===== src/rtl/uart_msg_tx.sv =====
// uart_msg_tx: frames msg_len bytes from an internal buffer onto a UART line, optionally repeating
// the message with an idle gap. Define UART_MSG_PARITY_EN to add an even-parity bit to every frame.
module uart_msg_tx #(
  parameter int CLK_HZ     = 100000000,
  parameter int BAUD       = 9600,
  parameter int MAX_LEN    = 16,
  parameter int STOP_BITS  = 1,
  parameter int GAP_CYCLES = 10416,
  localparam int LW        = $clog2(MAX_LEN + 1),
  localparam int AW        = (MAX_LEN > 1) ? $clog2(MAX_LEN) : 1
) (
  input  logic          clk,
  input  logic          rst_n,
  input  logic          wr_en,
  input  logic [AW-1:0] wr_addr,
  input  logic [7:0]    wr_data,
  input  logic [LW-1:0] msg_len,
  input  logic          start,
  input  logic          repeat_en,
  input  logic          stop_req,
  output logic          dout,
  output logic          busy,
  output logic          done,
  output logic [LW-1:0] byte_idx
);

  localparam int BAUD_DIV = CLK_HZ / BAUD;
  localparam int TMAX     = (BAUD_DIV > GAP_CYCLES) ? BAUD_DIV : GAP_CYCLES;
  localparam int TW       = $clog2(TMAX + 1);

  typedef enum logic [2:0] {IDLE, START, DATA, PARITY, STOP, GAP} state_t;

  state_t        state_reg, state_next;
  logic [TW-1:0] timer_reg, timer_next;
  logic [2:0]    bit_cnt_reg, bit_cnt_next;
  logic          stop_cnt_reg, stop_cnt_next;
  logic [7:0]    shift_reg, shift_next;
  logic [LW-1:0] idx_reg, idx_next;
  logic [LW-1:0] len_reg, len_next;
  logic          abort_reg, abort_next;
  logic          done_reg, done_next;
  logic [7:0]    buf_reg [MAX_LEN];
  logic          load_byte, bit_end, gap_end, last_stop;
  logic [7:0]    rd_byte;
`ifdef UART_MSG_PARITY_EN
  logic          par_reg, par_next;
`endif

  assign busy     = (state_reg != IDLE);
  assign done     = done_reg;
  assign byte_idx = idx_reg;

  assign bit_end   = (timer_reg == TW'(BAUD_DIV - 1));
  assign gap_end   = (timer_reg == TW'(GAP_CYCLES - 1));
  assign last_stop = (stop_cnt_reg == 1'(STOP_BITS - 1));
  assign rd_byte   = buf_reg[idx_next[AW-1:0]];

  // Buffer is register-based so reset can preload the ASCII digit pattern.
  always_ff @(posedge clk or negedge rst_n) begin
    if (!rst_n) begin
      for (int i = 0; i < MAX_LEN; i++) buf_reg[i] <= 8'(48 + (i % 10));
    end else if (wr_en && !busy && (int'(wr_addr) < MAX_LEN)) begin
      buf_reg[wr_addr] <= wr_data;
    end
  end

  always_comb begin
    state_next    = state_reg;
    timer_next    = timer_reg + TW'(1);
    bit_cnt_next  = bit_cnt_reg;
    stop_cnt_next = stop_cnt_reg;
    shift_next    = shift_reg;
    idx_next      = idx_reg;
    len_next      = len_reg;
    abort_next    = abort_reg;
    done_next     = 1'b0;
    load_byte     = 1'b0;

    // An abort during a frame is remembered so the frame still completes cleanly.
    if (stop_req && (state_reg inside {START, DATA, PARITY, STOP})) abort_next = 1'b1;

    case (state_reg)
      IDLE: begin
        timer_next = '0;
        abort_next = 1'b0;
        idx_next   = '0;
        if (start && !stop_req) begin
          if (msg_len == '0) begin
            done_next = 1'b1;
          end else begin
            state_next = START;
            len_next   = (msg_len > LW'(MAX_LEN)) ? LW'(MAX_LEN) : msg_len;
            load_byte  = 1'b1;
          end
        end
      end
      START: begin
        if (bit_end) begin
          state_next   = DATA;
          timer_next   = '0;
          bit_cnt_next = '0;
        end
      end
      DATA: begin
        if (bit_end) begin
          timer_next   = '0;
          shift_next   = {1'b0, shift_reg[7:1]};
          bit_cnt_next = bit_cnt_reg + 3'd1;
          if (bit_cnt_reg == 3'd7) begin
`ifdef UART_MSG_PARITY_EN
            state_next    = PARITY;
`else
            state_next    = STOP;
`endif
            stop_cnt_next = 1'b0;
          end
        end
      end
      PARITY: begin
        if (bit_end) begin
          state_next    = STOP;
          timer_next    = '0;
          stop_cnt_next = 1'b0;
        end
      end
      STOP: begin
        if (bit_end) begin
          timer_next = '0;
          if (!last_stop) begin
            stop_cnt_next = 1'b1;
          end else if (abort_reg || stop_req) begin
            state_next = IDLE;
            idx_next   = '0;
          end else if (idx_reg == len_reg - LW'(1)) begin
            done_next  = 1'b1;
            idx_next   = '0;
            state_next = repeat_en ? GAP : IDLE;
          end else begin
            idx_next   = idx_reg + LW'(1);
            state_next = START;
            load_byte  = 1'b1;
          end
        end
      end
      GAP: begin
        if (stop_req) begin
          state_next = IDLE;
          timer_next = '0;
        end else if (gap_end) begin
          state_next = START;
          timer_next = '0;
          idx_next   = '0;
          load_byte  = 1'b1;
        end
      end
      default: begin
        state_next = IDLE;
        timer_next = '0;
      end
    endcase

    if (load_byte) shift_next = rd_byte;
  end

`ifdef UART_MSG_PARITY_EN
  always_comb begin
    par_next = par_reg;
    if (load_byte) par_next = ^rd_byte;
  end
`endif

  always_ff @(posedge clk or negedge rst_n) begin
    if (!rst_n) begin
      state_reg    <= IDLE;
      timer_reg    <= '0;
      bit_cnt_reg  <= '0;
      stop_cnt_reg <= 1'b0;
      shift_reg    <= '0;
      idx_reg      <= '0;
      len_reg      <= '0;
      abort_reg    <= 1'b0;
      done_reg     <= 1'b0;
`ifdef UART_MSG_PARITY_EN
      par_reg      <= 1'b0;
`endif
    end else begin
      state_reg    <= state_next;
      timer_reg    <= timer_next;
      bit_cnt_reg  <= bit_cnt_next;
      stop_cnt_reg <= stop_cnt_next;
      shift_reg    <= shift_next;
      idx_reg      <= idx_next;
      len_reg      <= len_next;
      abort_reg    <= abort_next;
      done_reg     <= done_next;
`ifdef UART_MSG_PARITY_EN
      par_reg      <= par_next;
`endif
    end
  end

  // Line decode straight from state so an asynchronous reset raises dout immediately.
  always_comb begin
    dout = 1'b1;
    case (state_reg)
      START:   dout = 1'b0;
      DATA:    dout = shift_reg[0];
`ifdef UART_MSG_PARITY_EN
      PARITY:  dout = par_reg;
`endif
      default: dout = 1'b1;
    endcase
  end

endmodule


===== config.mk =====
export PLATFORM = sky130hd
export DESIGN_NAME = uart_msg_tx
export DESIGN_NICKNAME = d
export VERILOG_FILES = /design/src/rtl/uart_msg_tx.sv
export SDC_FILE = /design/constraint.sdc
export NUM_CORES = 1
export LEC_CHECK = 0
export CORE_UTILIZATION = 53
export CTS_BUF_LIST = sky130_fd_sc_hd__clkbuf_16
export DETAILED_ROUTE_END_ITERATION = 8
export PLACE_DENSITY = 0.7
export REMOVE_ABC_BUFFERS = 1
export SYNTH_ARGS = -nofsm -noshare
export SYNTH_HDL_FRONTEND = slang
export SYNTH_SLANG_ARGS = --single-unit

===== constraint.sdc =====
create_clock -name clk -period 7.12 [get_ports clk]
set_clock_uncertainty 0.05 [all_clocks]
set_input_delay 1.424 -clock clk [delete_from_list [all_inputs] [get_ports clk]]
set_output_delay 1.424 -clock clk [all_outputs]
set_load 0.02 [all_outputs]

==> results.json, run 1 <==
{
  "final_nets": 710,
  "ctsHoldBuffers": 0,
  "placedInstanceArea_um2": 8810,
  "cts_buffer_depth": 2,
  "cp.required_ns": 7.41,
  "synthesis.area_um2": 8400,
  "largest_reg_flops": 128,
  "path_clk_slew_ns": 0.07,
  "hold_class": "reg -> reg",
  "setup_viol": 0,
  "timing.hold.ws_ns": 0.428,
  "area_growth_pct": 12.2,
  "port_buffers": 30,
  "wl_per_cell_um": 20.4,
  "ant_nets": 0,
  "grt_usage_pct": 24.6,
  "routabilityCongestion": 0.918,
  "fin_area_um2": 9430,
  "mostFrequentLayoutCells": "139 x mux2_2, 114 x dfrtp_1, 84 x mux2i_1, 54 x dfstp_2, 35 x nand2_1",
  "postCtsSetupBuffers": 0,
  "hold_viol": 0,
  "io_pins": 31,
  "rrSetupSlack_ns": 3.42,
  "die_w_um": 128,
  "crit_arrival_ns": 4.52,
  "hpwl_mm": 12.4,
  "yosysUniqueCellTypes": 58,
  "critPathLaunchType": "input port",
  "yosysWarnings": 0,
  "antennaDiodeCount": 0,
  "p_total_mw": 3.46,
  "wl_mm": 18.4,
  "antenna_found_initial": 0,
  "ir_worst_vdd_mv": 0.238,
  "synth.area.top_cells": "dfrtp_1 34%, mux2_2 19%, dfstp_2 17%",
  "cts_sinks": 168,
  "vias_per_cell": 5.88,
  "drc": 0,
  "slew_violations": 0,
  "critPathCaptureType": "flip-flop",
  "grt_pass1_vias": 5518,
  "rows": 45,
  "synth-edff-count": 0,
  "drv_cap": 0,
  "ys_seq_area_share_pct": 50.9,
  "cts-root-buf": "clkbuf_16",
  "final_common_cell": "mux2_2",
  "outcome": "finished, final reports clean",
  "core_um2": 15300,
  "crit_type": "in -> reg",
  "dr.first_iter.drc_count": 281,
  "ys_seq_elements": 168,
  "async_reset_ff_share_pct": 100,
  "dieArea_um2": 16400,
  "die_h_um": 128,
  "rsz0062_at_grt": "no",
  "yosysTopAreaCellShare_pct": 34.0,
  "worst_slew_pin_slew_ns": 1.16,
  "crit_fanout": 65,
  "drtPass1Iterations": 6,
  "slew_headroom_pct": 22.5,
  "fin_crit_sh_pct": 59.5,
  "fin_util_pct": 61.5,
  "synth_ff_type": "dfrtp_1",
  "cts_made_buffers": 17,
  "start_util_pct": 54.8,
  "cts_resized": 0,
  "power_density_nw_per_um2": 367,
  "post-route-min-period_ns": 4.23,
  "cts_tree": "built",
  "grt_max_degree": 111,
  "layout-drive-gt1-share_pct": 36.3,
  "gr-total-overflow": 0,
  "syn_inst": 660,
  "clock_latency_ns": 0.43,
  "timing.setup.tns_ns": 0,
  "fmaxAchievable_ghz": 0.236,
  "yosys.area.top_type": "dfrtp_1",
  "syn_area_per_cell_um2": 12.7,
  "cts.htree.levels": 4,
  "power_leakage_nw": 3.97,
  "vias": 5324,
  "grt_pass1_wl_mm": 29.9
}
==> routing by layer <==
metal | up-vias | routed length (um) | global-route usage (%)
met2 | 135 | 8700 | 38.9
met3 | 26 | 794 | 5.38
li1 | 2440 | - | -
met1 | 2723 | 8670 | 34.0
met5 | - | 0 | 0
met4 | 0 | 280 | 7.68
==> final timing paths <==
kind | startpoint | to | cells after the start
setup / recovery | stop_req | shift_reg[2] | 9
hold / removal | timer_reg[0] | timer_reg[0] | 1
setup reg to reg | timer_reg[0] | shift_reg[2] | 9
hold reg to reg | timer_reg[0] | timer_reg[0] | 1
max in group asynchronous | rst_n | shift_reg[7] | 2
min in group asynchronous | rst_n | timer_reg[9] | 1
==> synthesized netlist by cell type (8+ instances only) <==
| library cell | count |
|---|---|
| a21oi_1 | 8 |
| nand2_1 | 35 |
| xor2_1 | 12 |
| clkbuf_1 | 15 |
| inv_1 | 8 |
| nor2_1 | 28 |
| o21ai_0 | 11 |
| nor2b_1 | 8 |
| nand2b_1 | 9 |
| mux2_2 | 139 |
| dfrtp_1 | 114 |
| nand3_1 | 28 |
| dfstp_2 | 54 |
| mux2i_1 | 84 |
==> power breakdown <==
| part | internal, mW | switching (mW) | leakage, nW |
|---|---|---|---|
| Sequential | 1.42 | 0.217 | 2.07 |
| Combinational | 0.459 | 0.398 | 1.59 |
| Clock | 0.559 | 0.402 | 0.302 |
==> through the flow <==
step	std cells	setup slack (ns)
6_report	906	2.89
4_1_cts	906	2.96
3_5_place_dp	874	2.51
3_3_place_gp	874	2.54
2_1_floorplan	630	2.91
5_1_grt	906	2.65
==> critical path: stages <==
cell and delay [ns]:
clkdlybuf4s50_1 0.46, nand2b_1 0.22, or3_4 0.38, nor3_2 0.14
a22o_4 0.85, mux2i_1 0.31, a22oi_1 0.28, nand3_1 0.11
a211oi_1 0.25
==> cells by family (layout without fill, tap and decap cells) <==
kind of cell	Yosys count	in the layout	share of synthesized area, %
compound gates	57	57	5.22
flops	168	168	50.9
buf+inv	39	74	2.62
mux	226	226	29.2
simple gates	147	147	9.48
xor+xnor	18	18	1.88
fa+ha+maj	5	5	0.745
==> final cells by class <==
class                      count  area [um2]
inverter                       9        38.8
timing repair buffer          33         324
sequential                   168        4270
clock buffer                  17         425
multi-input combinational    453        3910
clock inverter                15         189
tap                          211         264
fill                        1196        5890
No activity file was read; power rests on OpenSTA's default activity.
==> inputs of run 2 (changes only) <==
clock period = 4.1 ns   (was 7.12 ns; I/O delays follow)
==> run 2 against run 1 <==
Compared with the run above: sequential power grew 73%; total power grew 69%; combinational power grew 73%; utilization grew 0.30 points; wire length shrank 1.2%; critical path depth grew 1; final cell count grew 0.88%; setup slack lost 2.1 ns; cell area grew 0.49%; worst hold slack lost 0.046 ns.
==> results.json, run 2 (same netlist as run 1, synthesis figures left out) <==
{
  "grt_usage_pct": 24.2,
  "timing.setup.tns_ns": 0,
  "fillerInstances": 1202,
  "critical_path.max_stage_delay_ns": 0.45,
  "wl_per_cell_um": 19.9,
  "ir_worst_vdd_mv": 0.346,
  "dr.first_iter.drc_count": 350,
  "drc": 0,
  "rsz0062_at_grt": "no",
  "path_clk_slew_ns": 0.07,
  "crit_fanout": 10,
  "power.switching_mw": 1.70,
  "cts_resized": 0,
  "mostFrequentLayoutCells": "139 x mux2_2, 114 x dfrtp_1, 84 x mux2i_1, 54 x dfstp_2, 35 x nand2_1",
  "worst_slew_pin_slew_ns": 0.946,
  "power_frac_clock_pct": 26.2,
  "die_w_um": 128,
  "crit_arrival_ns": 3.59,
  "cts.htree.levels": 4,
  "p_sw_share_pct": 29.1,
  "wl_mm": 18.2,
  "start_util_pct": 54.8,
  "power_density_nw_per_um2": 618,
  "crit_type": "in -> reg",
  "ant_nets": 0,
  "grt_max_degree": 86,
  "vias": 5295,
  "drv_cap": 0,
  "r2r-start": "len_reg[0]",
  "largest_reg_flops": 128,
  "ctsHoldBuffers": 0,
  "fin_crit_sh_pct": 81.5,
  "gr-total-overflow": 0,
  "fmaxAchievable_ghz": 0.299,
  "slew_violations": 0,
  "routabilityCongestion": 0.942,
  "clock_latency_ns": 0.43,
  "grt_pass1_wl_mm": 29.8,
  "layout-drive-gt1-share_pct": 36.7,
  "cts_made_buffers": 17,
  "critPathLaunchType": "input port",
  "fin_util_pct": 61.8,
  "setup_viol": 0,
  "cell_internal_pwr_mw": 4.16,
  "hold_class": "in -> async",
  "outcome": "finished, final reports clean",
  "critPathCaptureType": "flip-flop",
  "core_um2": 15300,
  "post-route-min-period_ns": 3.34,
  "power_frac_comb_pct": 25.2,
  "cp-startpoint": "stop_req",
  "port_buffers": 30,
  "rows": 45,
  "die_h_um": 128,
  "drtPass1Iterations": 5,
  "path_cells": "clkdlybuf4s50_1 > nand2b_1 > or3_4 > nor2_4 > a32oi_2 > buf_4 > a21oi_1 > a22oi_1 > a31oi_1 > a211oi_1",
  "seqPwrFrac_pct": 48.5,
  "rrSetupSlack_ns": 0.77,
  "area_growth_pct": 12.8,
  "final_common_cell": "mux2_2",
  "vias_per_cell": 5.79,
  "grt_pass1_vias": 5529,
  "antennaDiodeCount": 0,
  "power_leakage_nw": 4.00,
  "antenna_found_initial": 0,
  "hold_viol": 0,
  "cp_slowest_cell": "clkdlybuf4s50_1",
  "p_total_mw": 5.86,
  "cts_tree": "built",
  "final_nets": 718,
  "hpwl_mm": 12.6,
  "io_pins": 31,
  "cts-root-buf": "clkbuf_16",
  "slew_headroom_pct": 36.8,
  "postCtsSetupBuffers": 0,
  "cts_buffer_depth": 2,
  "cts_sinks": 168,
  "dieArea_um2": 16400,
  "cp.required_ns": 4.35
}
## run 2: worst paths after layout
kind                                 to  cells after the start
hold reg to reg            timer_reg[0]                      1
min in group clk           timer_reg[0]                      1
max in group asynchronous   buf_reg[64]                      2
hold / removal             timer_reg[7]                      1
setup / recovery           shift_reg[1]                     10
setup reg to reg           shift_reg[1]                     11
## run 2: power groups by stage
stage	combinational, mW	sequential [mW]	clock (mW)
6_report	1.48	2.84	1.54
5_1_grt	1.62	2.93	1.63
4_1_cts	1.49	2.84	1.57
3_5_place_dp	1.48	2.87	0
3_3_place_gp	1.43	2.82	0
2_1_floorplan	1.12	2.74	0
## run 2: critical path, delay by kind of cell
kind | cells | cell delay (ns)
buffers and inverters | 2 | 0.78
AOI/OAI and AO/OA | 5 | 1.21
and+or+nand+nor | 3 | 0.77
## run 2: per-stage QoR
| stage | hold slack [ns] | setup slack [ns] | instances | instance area [um2] |
|---|---|---|---|---|
| 5_1_grt | 0.449 | 0.523 | 914 | 9470 |
| 2_1_floorplan | 0.398 | 0.359 | 630 | 8220 |
| 6_report | 0.382 | 0.759 | 914 | 9470 |
| 3_5_place_dp | 0.429 | 0.389 | 882 | 8910 |
| 4_1_cts | 0.417 | 0.797 | 914 | 9470 |
| 3_3_place_gp | 0.412 | 0.575 | 882 | 8910 |
## run 2: metal layers
| metal | wire length, um | global-route usage, % |
|---|---|---|
| met5 | 0 | 0 |
| met2 | 8900 | 39.6 |
| met4 | 247 | 6.92 |
| met3 | 779 | 4.34 |
| met1 | 8300 | 33.1 |
## run 2: cell type report
| cell class | instances | area, um2 | share of cell area [%] |
|---|---|---|---|
| Sequential cell | 168 | 4270 | 45.1 |
| Tap cell | 211 | 264 | 2.79 |
| Timing Repair Buffer | 41 | 422 | 4.45 |
| Multi-Input combinational cell | 453 | 3910 | 41.3 |
| Clock inverter | 15 | 138 | 1.45 |
| Inverter | 9 | 38.8 | 0.410 |
| Clock buffer | 17 | 425 | 4.49 |
==> inputs of run 3 (changes only) <==
clock period = 3.3 ns   (was 4.1 ns; I/O delays follow)
==> run 3 against run 2 <==
Compared with the run above: total power rose by 25%; wire length rose by 1.7%; sequential power rose by 24%; clock power rose by 25%; non-clock buffer count rose by 15; critical endpoint is now shift_reg[5]; sequential share of layout area fell by 0.57 points; via count rose by 2.0%.
==> results.json, run 3 (same netlist as run 1, synthesis figures left out) <==
{
  "cts-root-buf": "clkbuf_16",
  "drtPass1Iterations": 4,
  "path_clk_slew_ns": 0.06,
  "reg2reg_depth": 9,
  "critPathCaptureType": "flip-flop",
  "rsz0062_at_grt": "yes",
  "crit_family": "simple AND/OR/NAND/NOR gates",
  "io_pins": 31,
  "fin_util_pct": 62.6,
  "slew_violations": 0,
  "antennaDiodeCount": 0,
  "ctsHoldBuffers": 0,
  "fmaxAchievable_ghz": 0.321,
  "largest_reg_flops": 128,
  "crit_type": "reg -> reg",
  "r2r-start": "timer_reg[0]",
  "crit_path_frequent_cell": "and4_1",
  "die_w_um": 128,
  "crit_arrival_ns": 3.38,
  "worst_slew_pin_slew_ns": 0.666,
  "cts_buffer_depth": 2,
  "fin_crit_sh_pct": 94.4,
  "cts.htree.levels": 4,
  "path_cells": "ha_1 > and4_1 > and4_1 > o21ai_1 > nand2_1 > and2_1 > nand4_1 > o22a_1 > o211ai_2",
  "port_buffers": 30,
  "hold_class": "in -> async",
  "setup_viol": 0,
  "hold_viol": 0,
  "hpwl_mm": 12.6,
  "gr-total-overflow": 0,
  "timing.setup.tns_ns": 0,
  "regArea_um2": 4270,
  "grt_pass1_wl_mm": 30.4,
  "multiInputGateArea_um2": 3920,
  "cts_sinks": 168,
  "area_growth_pct": 14.2,
  "vias": 5402,
  "power_density_nw_per_um2": 762,
  "grt_pass1_vias": 5586,
  "outcome": "finished, final reports clean",
  "ir_worst_vdd_mv": 0.522,
  "start_util_pct": 54.8,
  "mostFrequentLayoutCells": "139 x mux2_2, 114 x dfrtp_1, 84 x mux2i_1, 54 x dfstp_2, 35 x nand2_1",
  "grt_max_degree": 78,
  "post-route-min-period_ns": 3.12,
  "final_common_cell": "mux2_2",
  "antenna_found_initial": 0,
  "critical_path.max_stage_delay_ns": 0.44,
  "cts_tree": "built",
  "cts_made_buffers": 17,
  "dieArea_um2": 16400,
  "setup_slack_ns": 0.183,
  "routabilityCongestion": 0.856,
  "cp.required_ns": 3.56,
  "power_leakage_nw": 4.06,
  "fillerInstances": 1195,
  "vias_per_cell": 5.81,
  "placedInstanceArea_um2": 9010,
  "rrSetupSlack_ns": 0.18,
  "r2r_end": "shift_reg[5]",
  "slew_headroom_pct": 55.5,
  "grt_usage_pct": 24.7,
  "dr.first_iter.drc_count": 341,
  "final_nets": 733,
  "clock_latency_ns": 0.43,
  "layout-drive-gt1-share_pct": 38.2,
  "timing.hold.ws_ns": 0.116,
  "wl_mm": 18.5,
  "fin_area_um2": 9590,
  "cp_slowest_cell": "o21ai_1",
  "ant_nets": 0,
  "cp_num_buf_inv": 0,
  "critPathLaunchType": "flip-flop",
  "die_h_um": 128,
  "core_um2": 15300,
  "dp_slack_ns": -0.276,
  "rows": 45,
  "drc": 0,
  "wl_per_cell_um": 19.9,
  "crit_fanout": 15,
  "drv_cap": 0
}
==> run 3: repair_timing <==
action	CTS	global route
pin swaps	0	1
hold endpoints to repair	0	0
resized for setup	1	2
endpoints found under the setup margin	2	8
buffers inserted	0	2
==> run 3: power by group <==
part	total, mW	internal, mW	switching, mW
Combinational	1.85	1.02	0.829
Sequential	3.53	3.07	0.466
Clock	1.92	1.10	0.825
==> run 3: cell type report <==
| class | count | area share [%] |
|---|---|---|
| repair buffers | 56 | 5.57 |
| inverters | 9 | 0.404 |
| well taps | 211 | 2.75 |
| clock inverters | 15 | 1.42 |
| clock buffers | 17 | 4.43 |
| flip-flops and latches | 168 | 44.5 |
| multi-input cells | 453 | 40.9 |
==> run 3: worst max-delay path by stage <==
stage	from	to	cells past startpoint
global placement	stop_req	shift_reg[1]	10
detailed placement	stop_req	shift_reg[1]	10
global route	timer_reg[0]	shift_reg[1]	10
finish	timer_reg[0]	shift_reg[5]	9
CTS	len_reg[0]	shift_reg[1]	10
floorplan	len_reg[0]	shift_reg[7]	11
==> run 3: routing by layer <==
metal  vias up  global-route usage, %  share of wire [%]
met5         -                      0                  0
met4         0                   7.75                1.7
met3        22                   5.93                4.2
met2       119                   40.2                 48
met1      2779                   32.7                 46
li1       2482                      -                  -
==> run 3: metrics by stage <==
step / std cells / total power, mW
floorplan: 630 / 4.80
global placement: 895 / 5.29
detailed placement: 895 / 5.40
CTS: 927 / 7.34
global route: 929 / 7.72
finish: 929 / 7.31
